<file path="config.mk">
export PLATFORM = sky130hd
export DESIGN_NAME = spm_ctrl
export DESIGN_NICKNAME = d
export VERILOG_FILES = /design/src/rtl/spm_ctrl.sv
export SDC_FILE = /design/constraint.sdc
export NUM_CORES = 1
export LEC_CHECK = 0
export BUFFER_PORTS_ARGS = -buffer_cell sky130_fd_sc_hd__buf_2
export CORE_MARGIN = 3
export CORE_UTILIZATION = 55
export DETAILED_ROUTE_END_ITERATION = 10
export PLACE_DENSITY = 0.8
export SETUP_SLACK_MARGIN = 0.3
export SLEW_MARGIN = 40
export SYNTH_ARGS = -nofsm -noshare
export SYNTH_HDL_FRONTEND = slang
export SYNTH_SLANG_ARGS = --single-unit
</file>
<file path="constraint.sdc">
create_clock -name clk -period 3.25 [get_ports clk]
set_clock_uncertainty 0.2 [all_clocks]
set_input_delay 0.4875 -clock clk [delete_from_list [all_inputs] [get_ports clk]]
set_output_delay 0.4875 -clock clk [all_outputs]
set_load 0.05 [all_outputs]
</file>
<file path="src/rtl/spm_ctrl.sv">
// ---------------------------------------------------------------------------
// spm_ctrl
//   Sequencer for the 8-bit serial-parallel multiplier (SPM) datapath.
//   A rising edge on the (already synchronised) start input latches both
//   operands. The multiplicand is loaded into the datapath, and the multiplier
//   is streamed LSB-first for 2N cycles. The serial product bits are
//   deserialised, and completion is signalled with a one-cycle done pulse.
//
//   Build option:
//     SPM_CTRL_SIGNED_EN  defined   -> multiplier sign-extended to 2N bits
//                                      (signed product, signed datapath)
//                         undefined -> multiplier zero-extended (unsigned)
//
//   Ports:
//     clk       in   1    clock, all state on rising edge
//     rst       in   1    asynchronous, active-high reset
//     start     in   1    level start request, edge-detected inside
//     a_in      in   N    multiplicand, sampled on accepted start edge
//     b_in      in   N    multiplier, sampled on accepted start edge
//     spm_p     in   1    serial product bit from datapath (valid with spm_en)
//     spm_load  out  1    1-cycle pulse: datapath captures spm_a, clears state
//     spm_a     out  N    registered multiplicand to datapath
//     spm_en    out  1    shift enable to datapath
//     spm_y     out  1    serial multiplier bit, LSB first
//     product   out  2N   last completed product, held until next completion
//     busy      out  1    high in LOAD and SHIFT
//     done      out  1    1-cycle pulse when product updates
// ---------------------------------------------------------------------------
module spm_ctrl #(
    parameter int N = 8
) (
    input  logic           clk,
    input  logic           rst,
    input  logic           start,
    input  logic [N-1:0]   a_in,
    input  logic [N-1:0]   b_in,
    input  logic           spm_p,
    output logic           spm_load,
    output logic [N-1:0]   spm_a,
    output logic           spm_en,
    output logic           spm_y,
    output logic [2*N-1:0] product,
    output logic           busy,
    output logic           done
);

    localparam int CNT_W = $clog2(2*N);

    localparam logic [1:0] S_IDLE  = 2'd0;
    localparam logic [1:0] S_LOAD  = 2'd1;
    localparam logic [1:0] S_SHIFT = 2'd2;
    localparam logic [1:0] S_DONE  = 2'd3;

    logic [1:0]       state;
    logic             start_d;
    logic             start_edge;
    logic [2*N-1:0]   y_sr;
    logic [2*N-1:0]   y_ext;
    logic [2*N-1:0]   prod_sr;
    logic [CNT_W-1:0] cnt;

    assign start_edge = start & ~start_d;

`ifdef SPM_CTRL_SIGNED_EN
    assign y_ext = {{N{b_in[N-1]}}, b_in};
`else
    assign y_ext = {{N{1'b0}}, b_in};
`endif

    // Datapath strobes are decoded straight from the state register so the
    // datapath acts on the same edges the controller advances on.
    always_comb begin
        spm_load = (state == S_LOAD);
        spm_en   = (state == S_SHIFT);
        spm_y    = (state == S_SHIFT) & y_sr[0];
        busy     = (state == S_LOAD) | (state == S_SHIFT);
    end

    always_ff @(posedge clk or posedge rst) begin
        if (rst) begin
            state   <= S_IDLE;
            // Held high so a start already asserted through reset is not an edge.
            start_d <= 1'b1;
            spm_a   <= '0;
            y_sr    <= '0;
            prod_sr <= '0;
            cnt     <= '0;
            product <= '0;
            done    <= 1'b0;
        end else begin
            // Tracks start in every state, so edges outside IDLE are consumed
            // and never replayed later.
            start_d <= start;
            done    <= 1'b0;
            case (state)
                S_IDLE: begin
                    if (start_edge) begin
                        spm_a <= a_in;
                        y_sr  <= y_ext;
                        state <= S_LOAD;
                    end
                end
                S_LOAD: begin
                    cnt   <= '0;
                    state <= S_SHIFT;
                end
                S_SHIFT: begin
                    y_sr    <= y_sr >> 1;
                    prod_sr <= {spm_p, prod_sr[2*N-1:1]};
                    cnt     <= cnt + CNT_W'(1);
                    if (cnt == CNT_W'(2*N-1)) begin
                        state <= S_DONE;
                    end
                end
                S_DONE: begin
                    product <= prod_sr;
                    done    <= 1'b1;
                    state   <= S_IDLE;
                end
                default: begin
                    state <= S_IDLE;
                end
            endcase
        end
    end

endmodule

</file>
# Yosys cells after proc, flatten, opt, wreduce, memory -nomap -nowiden
# Cells that the tools add are included.
# word_totals
mem_bits_ro,0
latch_bits,0
ff_bits,64
wordCells,32
out_inout_bits,29
mem_bits_rw,0
n_memories,0
in_bits,20
# op_classes
n_reduce_logical,6
n_shift,0
n_bitwise,4
order_cmp,0
n_eq_ne,6
n_mux,7
addsub,1
multipliers,0
n_div,0
# ops
operator,n
$pmux W16 S2,1
$mux W16,1
$pmux W2 S4,1
$pmux W4 S2,1
$reduce_and A2 Y1,3
$add A4 B1 Y4 const B,1
$eq A2 B2 Y1 const B,2
$eq A4 B4 Y1 const B,1
$mux W2,2
$reduce_bool A2 Y1,2
$and A1 B1 Y1,2
$eq A2 B1 Y1 const B,1
$logic_not A2 Y1,1
$ne A2 B1 Y1 const B,1
$ne A2 B2 Y1 const B,1
$mux W1,1
$not A1 Y1,1
$or A1 B1 Y1,1

# Logic depth before layout (Yosys ltp)
# Gate-level depths: netlist (run 1).
# depth
depth_word,4
depth_mapped,6
ltp_nobuf,5

# Least setup slack after synthesis (run 1)
# OpenSTA, ideal clock, no wires.
# synth_path
kind,reg-to-output
from,reg state[0]
to,out spm_y
required_ns,2.562
stages_incl_launch_ff,6
arrival_ns,1.916
slack_ns,0.647
path_cell_list,dfrtp_1 -> inv_1 -> ha_1 -> buf_4 -> buf_2 -> and2_1
# synth_via
elab_chain_cells,2
# synth_lines
element,line_no,rtl
start: declaration,54,logic [1:0] state;
start signal: assignment,81,state <= S_IDLE;
start signal: assignment,100,state <= S_LOAD;
start signal: assignment,105,state <= S_SHIFT;
$eq A2 B2 Y1,--,
via spm_en,40,"output logic spm_en,"
$and A1 B1 Y1,75,spm_y = (state == S_SHIFT) & y_sr[0];
end: declaration,41,"output logic spm_y,"
# The timed path passes the listed nets, and every way through them passes these cells.

# Final worst setup path (run 1)
# layout_path
from,reg state[0]
to,out spm_y
# layout_via
elab_chain_cells,2
# layout_lines
element,line_no
$eq A2 B2 Y1,75
$and A1 B1 Y1,75
# No other way between the ends.

==> out/qor.yml, run 1 <==
cts.path.max_buffers: 2
synth_cells: 150
port_buffers: 48
cts_max_level: 2
postCtsHoldBufs: 0
ys_seq_area_frac: 0.610
cts_root_buf: "clkbuf_8"
antenna_found_initial: 0
rsz0062_at_grt: "no"
hpwl_mm: 2.83
drc: 0
cts_setup_buffers: 0
drt_first_pass_iters: 4
overflow: 0
rows: 22
period_share: 0.792
netlist-cell-type-count: 23
routabilityCongestion: 0.834
diodes: 0
drive_gt1_frac: 0.562
syn_avg_cell_area_um2: 15.3
tightest_slew_ns: 0.756
synth.ff_latch_count: 56
clk_latency_ns: 0.30
fin_tns_setup_ns: 0
grt_start_max_net_pins: 57
finalHoldViolations: 0
cp.arrival_ns: 1.89
start_util: 0.597
cts_buffers: 5
grt_pass1_wl_mm: 6.84
finalWirelength_mm: 4.00
synth_most_common_cell: "dfrtp_1"
cts_tree: "yes"
drt_iter0_drc: 96
core_area_mm2: 0.00385
ant_nets: 0
via_count: 1362
start_kind: "flip-flop"
status: "finished clean"
finalInstanceArea_mm2: 0.00269
async_reset_ff_frac: 1.00
holdWs_ns: 0.0701
drv_slew: 0
clock_sinks: 56
post-route-min-period_ns: 2.58
synth_edf_count: 0
grt_pass1_vias: 1481
hold_path_class: "in -> async"
cp_max_fo: 16
die_x_um: 70.7
fin_nets: 226
syn-cell-area_mm2: 0.00230
synth.largest_area_cell: "dfrtp_1"
ys.flop_type: "dfrtp_1"
drv_cap: 0
worst-setup-path-type: "reg -> out"
synth_top_cell_area_share: 0.598
grt_usage: 0.172
die-area_mm2: 0.00500
clk_pin_slew_ns: 0.09
fmax_mhz: 388
fin_util: 0.698
required_ns: 2.56
yosysWarningCount: 0
setup-violations-final: 0
synthTopCellsByCount: "dfrtp_1 (55), mux2_2 (53), inv_1 (8)"
placed_cell_area_mm2: 0.00257
areaGrowthSynthToFinish_pct: 16.9
cts_resized: 0
chipHeight_um: 70.7
pin_count: 49
synth_area_leaders: "dfrtp_1 (60%), mux2_2 (26%), ha_1 (3.3%), inv_1 (1.3%), dfstp_2 (1.1%)"
relSlewSlack: 0.496
wl_per_cell_um: 16.1
endpoint_kind: "primary output"
routed_via_density: 5.47
synth_fp_nets: 176
## sequential cells by signal, indices dropped and copies added (netlist names)
| register | count |
|---|---|
| start_d | 1 |
| state | 2 |
| done | 1 |
| cnt | 4 |
| product | 16 |
| y_sr | 8 |
| spm_a | 8 |
| prod_sr | 16 |
## logic make-up after synthesis
family                   Yosys count  share of synthesized area
AO/OA/AOI/OAI                      9                     0.0337
adder cells (fa/ha/maj)            6                     0.0326
buffers and inverters             14                     0.0299
flip-flops                        56                      0.610
multiplexers                      56                      0.273
AND/OR/NAND/NOR                    9                     0.0212
## worst max-delay path, stage by stage (launching register included)
cell and delay, ns:
dfrtp_1 0.42, inv_1 0.14, ha_1 0.56, and2_1 0.21, buf_2 0.25
## layer usage
| layer | track usage | wire length, µm | vias up | share of wire |
|---|---|---|---|---|
| met5 | 0 | 0 | - | 0 |
| met4 | 0.0898 | 116 | 0 | 0.029 |
| met3 | 0.0426 | 208 | 14 | 0.052 |
| met2 | 0.283 | 2060 | 43 | 0.52 |
| met1 | 0.211 | 1610 | 682 | 0.40 |
| li1 | - | - | 623 | - |
## final cells by class
class                           instances  area (µm²)
Sequential cell                        56        1400
Fill cell                             289        1160
Multi-Input combinational cell         80         830
Timing Repair Buffer                   49         248
Clock buffer                            5        68.8
Tap cell                               48        60.1
Clock inverter                          3        47.5
Inverter                                8        32.5
## cells in the final DEF (no fill, tap or decap), drive strengths merged, types with 2 or more instances in the layout
cell | Yosys | routed
buf | 6 | 49
clkbuf | 0 | 5
clkinv | 0 | 2
dfrtp | 55 | 55
ha | 6 | 6
inv | 8 | 8
mux2 | 54 | 54
mux2i | 2 | 2
nand2 | 2 | 2
nand2b | 2 | 2
nand3 | 3 | 3
o21ai | 2 | 2
o2bb2ai | 2 | 2
## worst paths after layout
kind                                from  endpoint  slack (ns)  depth (start not counted)
worst min-delay path                 rst  spm_a[5]        0.07                          2
worst max register to register  state[0]   y_sr[5]        0.95                          5
min in group clk                   start   start_d        0.11                          1
max in group asynchronous            rst   y_sr[2]        2.34                          2
worst min register to register   y_sr[6]   y_sr[6]        0.30                          1
worst max-delay path            state[0]     spm_y        0.67                          4
## stage by stage
step	worst slack, ns	std cells
floorplan	0.647	150
global placement	1.10	241
detailed placement	0.988	241
CTS	0.688	249
global route	0.568	249
finish	0.675	249
Power of run 1 is left out: the tool's default activity adds up to more than one toggle a clock period on the data nets, which glitch-free logic cannot reach.
==> inputs of run 2 (changes only) <==
ABC_AREA = 1   (was default)
CORE_UTILIZATION = 54   (was 55)
PLACE_DENSITY = 0.79   (was 0.8)
clock period = 2.6 ns   (was 3.25 ns; I/O delays follow)
==> out/qor.yml, run 2 <==
syn_avg_cell_area_um2: 9.74
grt_usage: 0.169
cts.path.max_buffers: 2
via_count: 1729
fin_nets: 325
worst-setup-path-type: "reg -> out"
pin_count: 49
reg2reg_from: "state[0]"
final_cell_mix: "nand2_1 (77), dfrtp_1 (55), buf_2 (48)"
grt_pass1_vias: 1582
stdcell_count: 350
synth_cells: 251
cp_max_fo: 9
start_util: 0.586
required_ns: 2.01
routed_via_density: 4.94
ant_nets: 0
finalWirelength_mm: 4.17
syn-cell-area_mm2: 0.00244
finalHoldViolations: 0
setup-violations-final: 0
cellPowerDensity_mw_per_mm2: 1460
synth-adder-area-share: 0.0307
areaGrowthSynthToFinish_pct: 15.0
reg_top3: "prod_sr (16), product (16)"
top_layer_used: "met4"
holdWs_ns: 0.0583
synthMuxAreaShare: 0.0353
grt_pass1_wl_mm: 6.90
core_area_mm2: 0.00417
clk_pin_slew_ns: 0.09
cts_buffers: 5
leakagePower_nw: 1.52
cts_root_buf: "clkbuf_8"
netlist-cell-type-count: 22
synth_edf_count: 0
drt_iter0_drc: 77
synth.largest_area_cell: "dfrtp_1"
startpoint: "state[1]"
synth_fp_nets: 277
drv_slew: 0
mostFrequentLayoutCell: "nand2_1"
synth_top_family_by_area: "simple AND/OR/NAND/NOR gates"
drive_gt1_frac: 0.280
synth_most_common_cell: "nand2_1"
ys_seq_area_frac: 0.574
cts_tree: "yes"
die-area_mm2: 0.00537
chipHeight_um: 73.3
synth_top_cell_area_share: 0.563
relSlewSlack: 0.557
drc: 0
drt_first_pass_iters: 4
period_share: 0.856
met2_length_mm: 1.94
yosysWarningCount: 0
cp.arrival_ns: 1.64
placed_cell_area_mm2: 0.00266
routabilityCongestion: 0.770
antenna_found_initial: 0
overflow: 0
yosys.area_share.simple: 0.185
clock_sinks: 56
hpwl_mm: 2.88
synth_xor_area_frac: 0
start_kind: "flip-flop"
endpoint_kind: "primary output"
die_x_um: 73.3
diodes: 0
rsz0062_at_grt: "yes"
synthTopCellsByCount: "nand2_1 (77), dfrtp_1 (55), inv_1 (24)"
ys.flop_type: "dfrtp_1"
post-route-min-period_ns: 2.23
fin_tns_setup_ns: 0
synth_area_leaders: "dfrtp_1 (56%), nand2_1 (12%), inv_1 (3.7%), buf_6 (3.2%), ha_1 (3.1%)"
rows: 23
grt_start_max_net_pins: 57
met3_length_um: 208
status: "finished clean"
clk_latency_ns: 0.31
port_buffers: 48
peakVddDrop_uv: 886
async_reset_ff_frac: 1.00
m1WireLength_mm: 1.96
finalInstanceArea_mm2: 0.00281
synth.ff_latch_count: 56
fmax_mhz: 449
cts_max_level: 2
synth_compound_area_frac: 0.0881
dp_cells: 341
tightest_slew_ns: 0.665
wl_per_cell_um: 11.9
drv_cap: 0
hold_path_class: "in -> async"
-- run 2: cell count changes after synthesis, moves of 3 or more --
cell	change
nand2_1	+75
mux2_2	-48
inv_1	+16
nor2_1	+13
o21ai_0	+13
a21oi_1	+11
nand3_1	+9
o21ai_2	+8
buf_6	+6
nand2_2	+3
o21ai_1	+3
-- run 2: final cells by class --
cell class | instances | area (µm²)
clock buffer | 7 | 96.3
multi-input combinational | 158 | 841
sequential | 56 | 1400
tap | 50 | 62.6
inverter | 25 | 96.3
fill | 325 | 1360
clock inverter | 1 | 30.0
timing repair buffer | 53 | 280
-- run 2: kinds of logic (layout without fill, tap and decap cells) --
logic type      after synthesis  in the layout
simple gates                108            108
flops                        56             56
compound gates               37             37
buf+inv                      37             86
mux                           7              7
fa+ha+maj                     6              6
-- run 2: critical path: stages, from the launching register on --
cell and delay, ns:
dfrtp_1 0.44, inv_1 0.11, ha_1 0.46, buf_2 0.32
-- run 2: per-layer routing --
| layer | GRT usage | vias up |
|---|---|---|
| met2 | 0.264 | 35 |
| met5 | 0 | - |
| met1 | 0.226 | 809 |
| met3 | 0.0479 | 5 |
| li1 | - | 880 |
| met4 | 0.0615 | 0 |
-- run 2: final timing paths --
check | slack [ns] | to | depth (start not counted)
max | 0.37 | busy | 3
min reg2reg | 0.28 | spm_a[2] | 2
min in group clk | 0.08 | prod_sr[15] | 3
max reg2reg | 0.79 | y_sr[0] | 8
min | 0.06 | product[13] | 3
max in group asynchronous | 1.71 | prod_sr[8] | 3
-- run 2: what timing repair did --
| item | in CTS | in global routing |
|---|---|---|
| gates resized for setup | 0 | 1 |
| endpoints found under the hold margin | 0 | 1 |
| buffers inserted | 0 | 0 |
| endpoints found under the setup margin | 0 | 2 |
| hold buffers | 0 | 1 |
-- run 2: power by group --
group | internal (mW) | switching (mW)
Combinational | 0.567 | 1.51
Clock | 0.340 | 0.268
Sequential | 1.24 | 0.188
-- run 2: stage by stage --
stage | total power [mW] | utilization | setup WS [ns]
after floorplan | 3.18 | - | 0.438
after global placement | 3.47 | 0.638 | 0.682
after detailed placement | 3.52 | 0.638 | 0.651
after CTS | 4.14 | 0.668 | 0.301
after global routing | 4.40 | 0.673 | 0.295
final | 4.11 | 0.673 | 0.373
Note: power is estimated with default switching activity, not from simulation.
==> inputs of run 3 (changes only) <==
RECOVER_POWER = 25   (was default)
==> out/qor.yml, run 3 (same netlist as run 2, synthesis figures left out) <==
clk_latency_ns: 0.31
cts_root_buf: "clkbuf_8"
drv_cap: 0
reg_top3: "prod_sr (16), product (16)"
via_count: 1731
worst-setup-path-type: "reg -> out"
grt_start_max_net_pins: 57
top_layer_used: "met4"
cp_max_fo: 9
cts_tree: "yes"
port_buffers: 48
clock_sinks: 56
rsz0062_at_grt: "yes"
period_share: 0.856
cts.path.max_buffers: 2
chipHeight_um: 73.3
fillers: 324
areaGrowthSynthToFinish_pct: 14.8
die-area_mm2: 0.00537
m1WireLength_mm: 1.95
drc: 0
diodes: 0
status: "finished clean"
fmax_mhz: 449
drt_first_pass_iters: 4
pin_count: 49
cp.arrival_ns: 1.64
cts_buffers: 5
ant_nets: 0
cts_setup_buffers: 0
mostFrequentLayoutCell: "nand2_1"
cts_max_level: 2
hpwl_mm: 2.88
overflow: 0
drt_iter0_drc: 77
required_ns: 2.01
antenna_found_initial: 0
wl_per_cell_um: 11.9
met2_length_mm: 1.95
tightest_slew_ns: 1.31
grt_pass1_wl_mm: 6.90
finalWirelength_mm: 4.17
grt_pass1_vias: 1582
core_area_mm2: 0.00417
setup-violations-final: 0
clk_pin_slew_ns: 0.09
fin_tns_setup_ns: 0
routed_via_density: 4.95
setup_ws_ns: 0.373
drv_slew: 0
endpoint_kind: "primary output"
start_util: 0.586
fin_nets: 325
relSlewSlack: 0.128
drive_gt1_frac: 0.277
met3_length_um: 208
post-route-min-period_ns: 2.23
final_cell_mix: "nand2_1 (77), dfrtp_1 (55), buf_2 (48)"
place_ws_ns: 0.651
routabilityCongestion: 0.770
finalHoldViolations: 0
start_kind: "flip-flop"
grt_usage: 0.169
hold_path_class: "in -> reg"
rows: 23
die_x_um: 73.3
## run 3: changes by cell type in the layout (fill, tap and decap cells not counted), sizes merged
cell / before / now
buf: 52 / 51
clkbuf: 7 / 8
## run 3: area by class of cell
cell class,instances,area [µm²],area share
clock buffer,7,96.3,0.0343
clock inverter,1,30.0,0.0107
inverter,25,96.3,0.0343
multi-input combinational,158,841,0.300
sequential,56,1400,0.500
tap,50,62.6,0.0223
timing repair buffer,53,278,0.0990
## run 3: metrics by stage
step	instances	util	hold WS, ns	area (µm²)
finish	350	0.673	0.0809	2810
global route	350	0.673	0.0919	2810
CTS	349	0.668	0.00415	2790
detailed placement	341	0.638	0.263	2660
global placement	341	0.638	0.261	2660
floorplan	251	-	0.194	2450
## run 3: path summary, 6_finish.rpt
check	start	end	slack (ns)	cells past startpoint
setup / recovery	state[1]	busy	0.37	3
hold / removal	spm_p	prod_sr[15]	0.08	3
setup reg to reg	state[0]	y_sr[0]	0.79	8
hold reg to reg	spm_a[2]	spm_a[2]	0.28	2
max in group asynchronous	rst	prod_sr[8]	1.12	3
min in group asynchronous	rst	spm_a[3]	0.31	3
## run 3: critical path, stage by stage, from the launching register on
cell	delay [ns]
dfrtp_1	0.44
inv_1	0.11
ha_1	0.46
buf_2	0.32
## run 3: layer usage
layer,up-vias,global-route usage
li1,880,-
met1,811,0.226
met2,35,0.264
met3,5,0.0479
met4,0,0.0615
met5,-,0
## run 3: repair_timing
item	in CTS	in global routing
setup endpoints to repair	0	2
resized for setup	0	1
endpoints found under the hold margin	0	1
hold buffers	0	1
Power of run 3 is left out for the same reason.
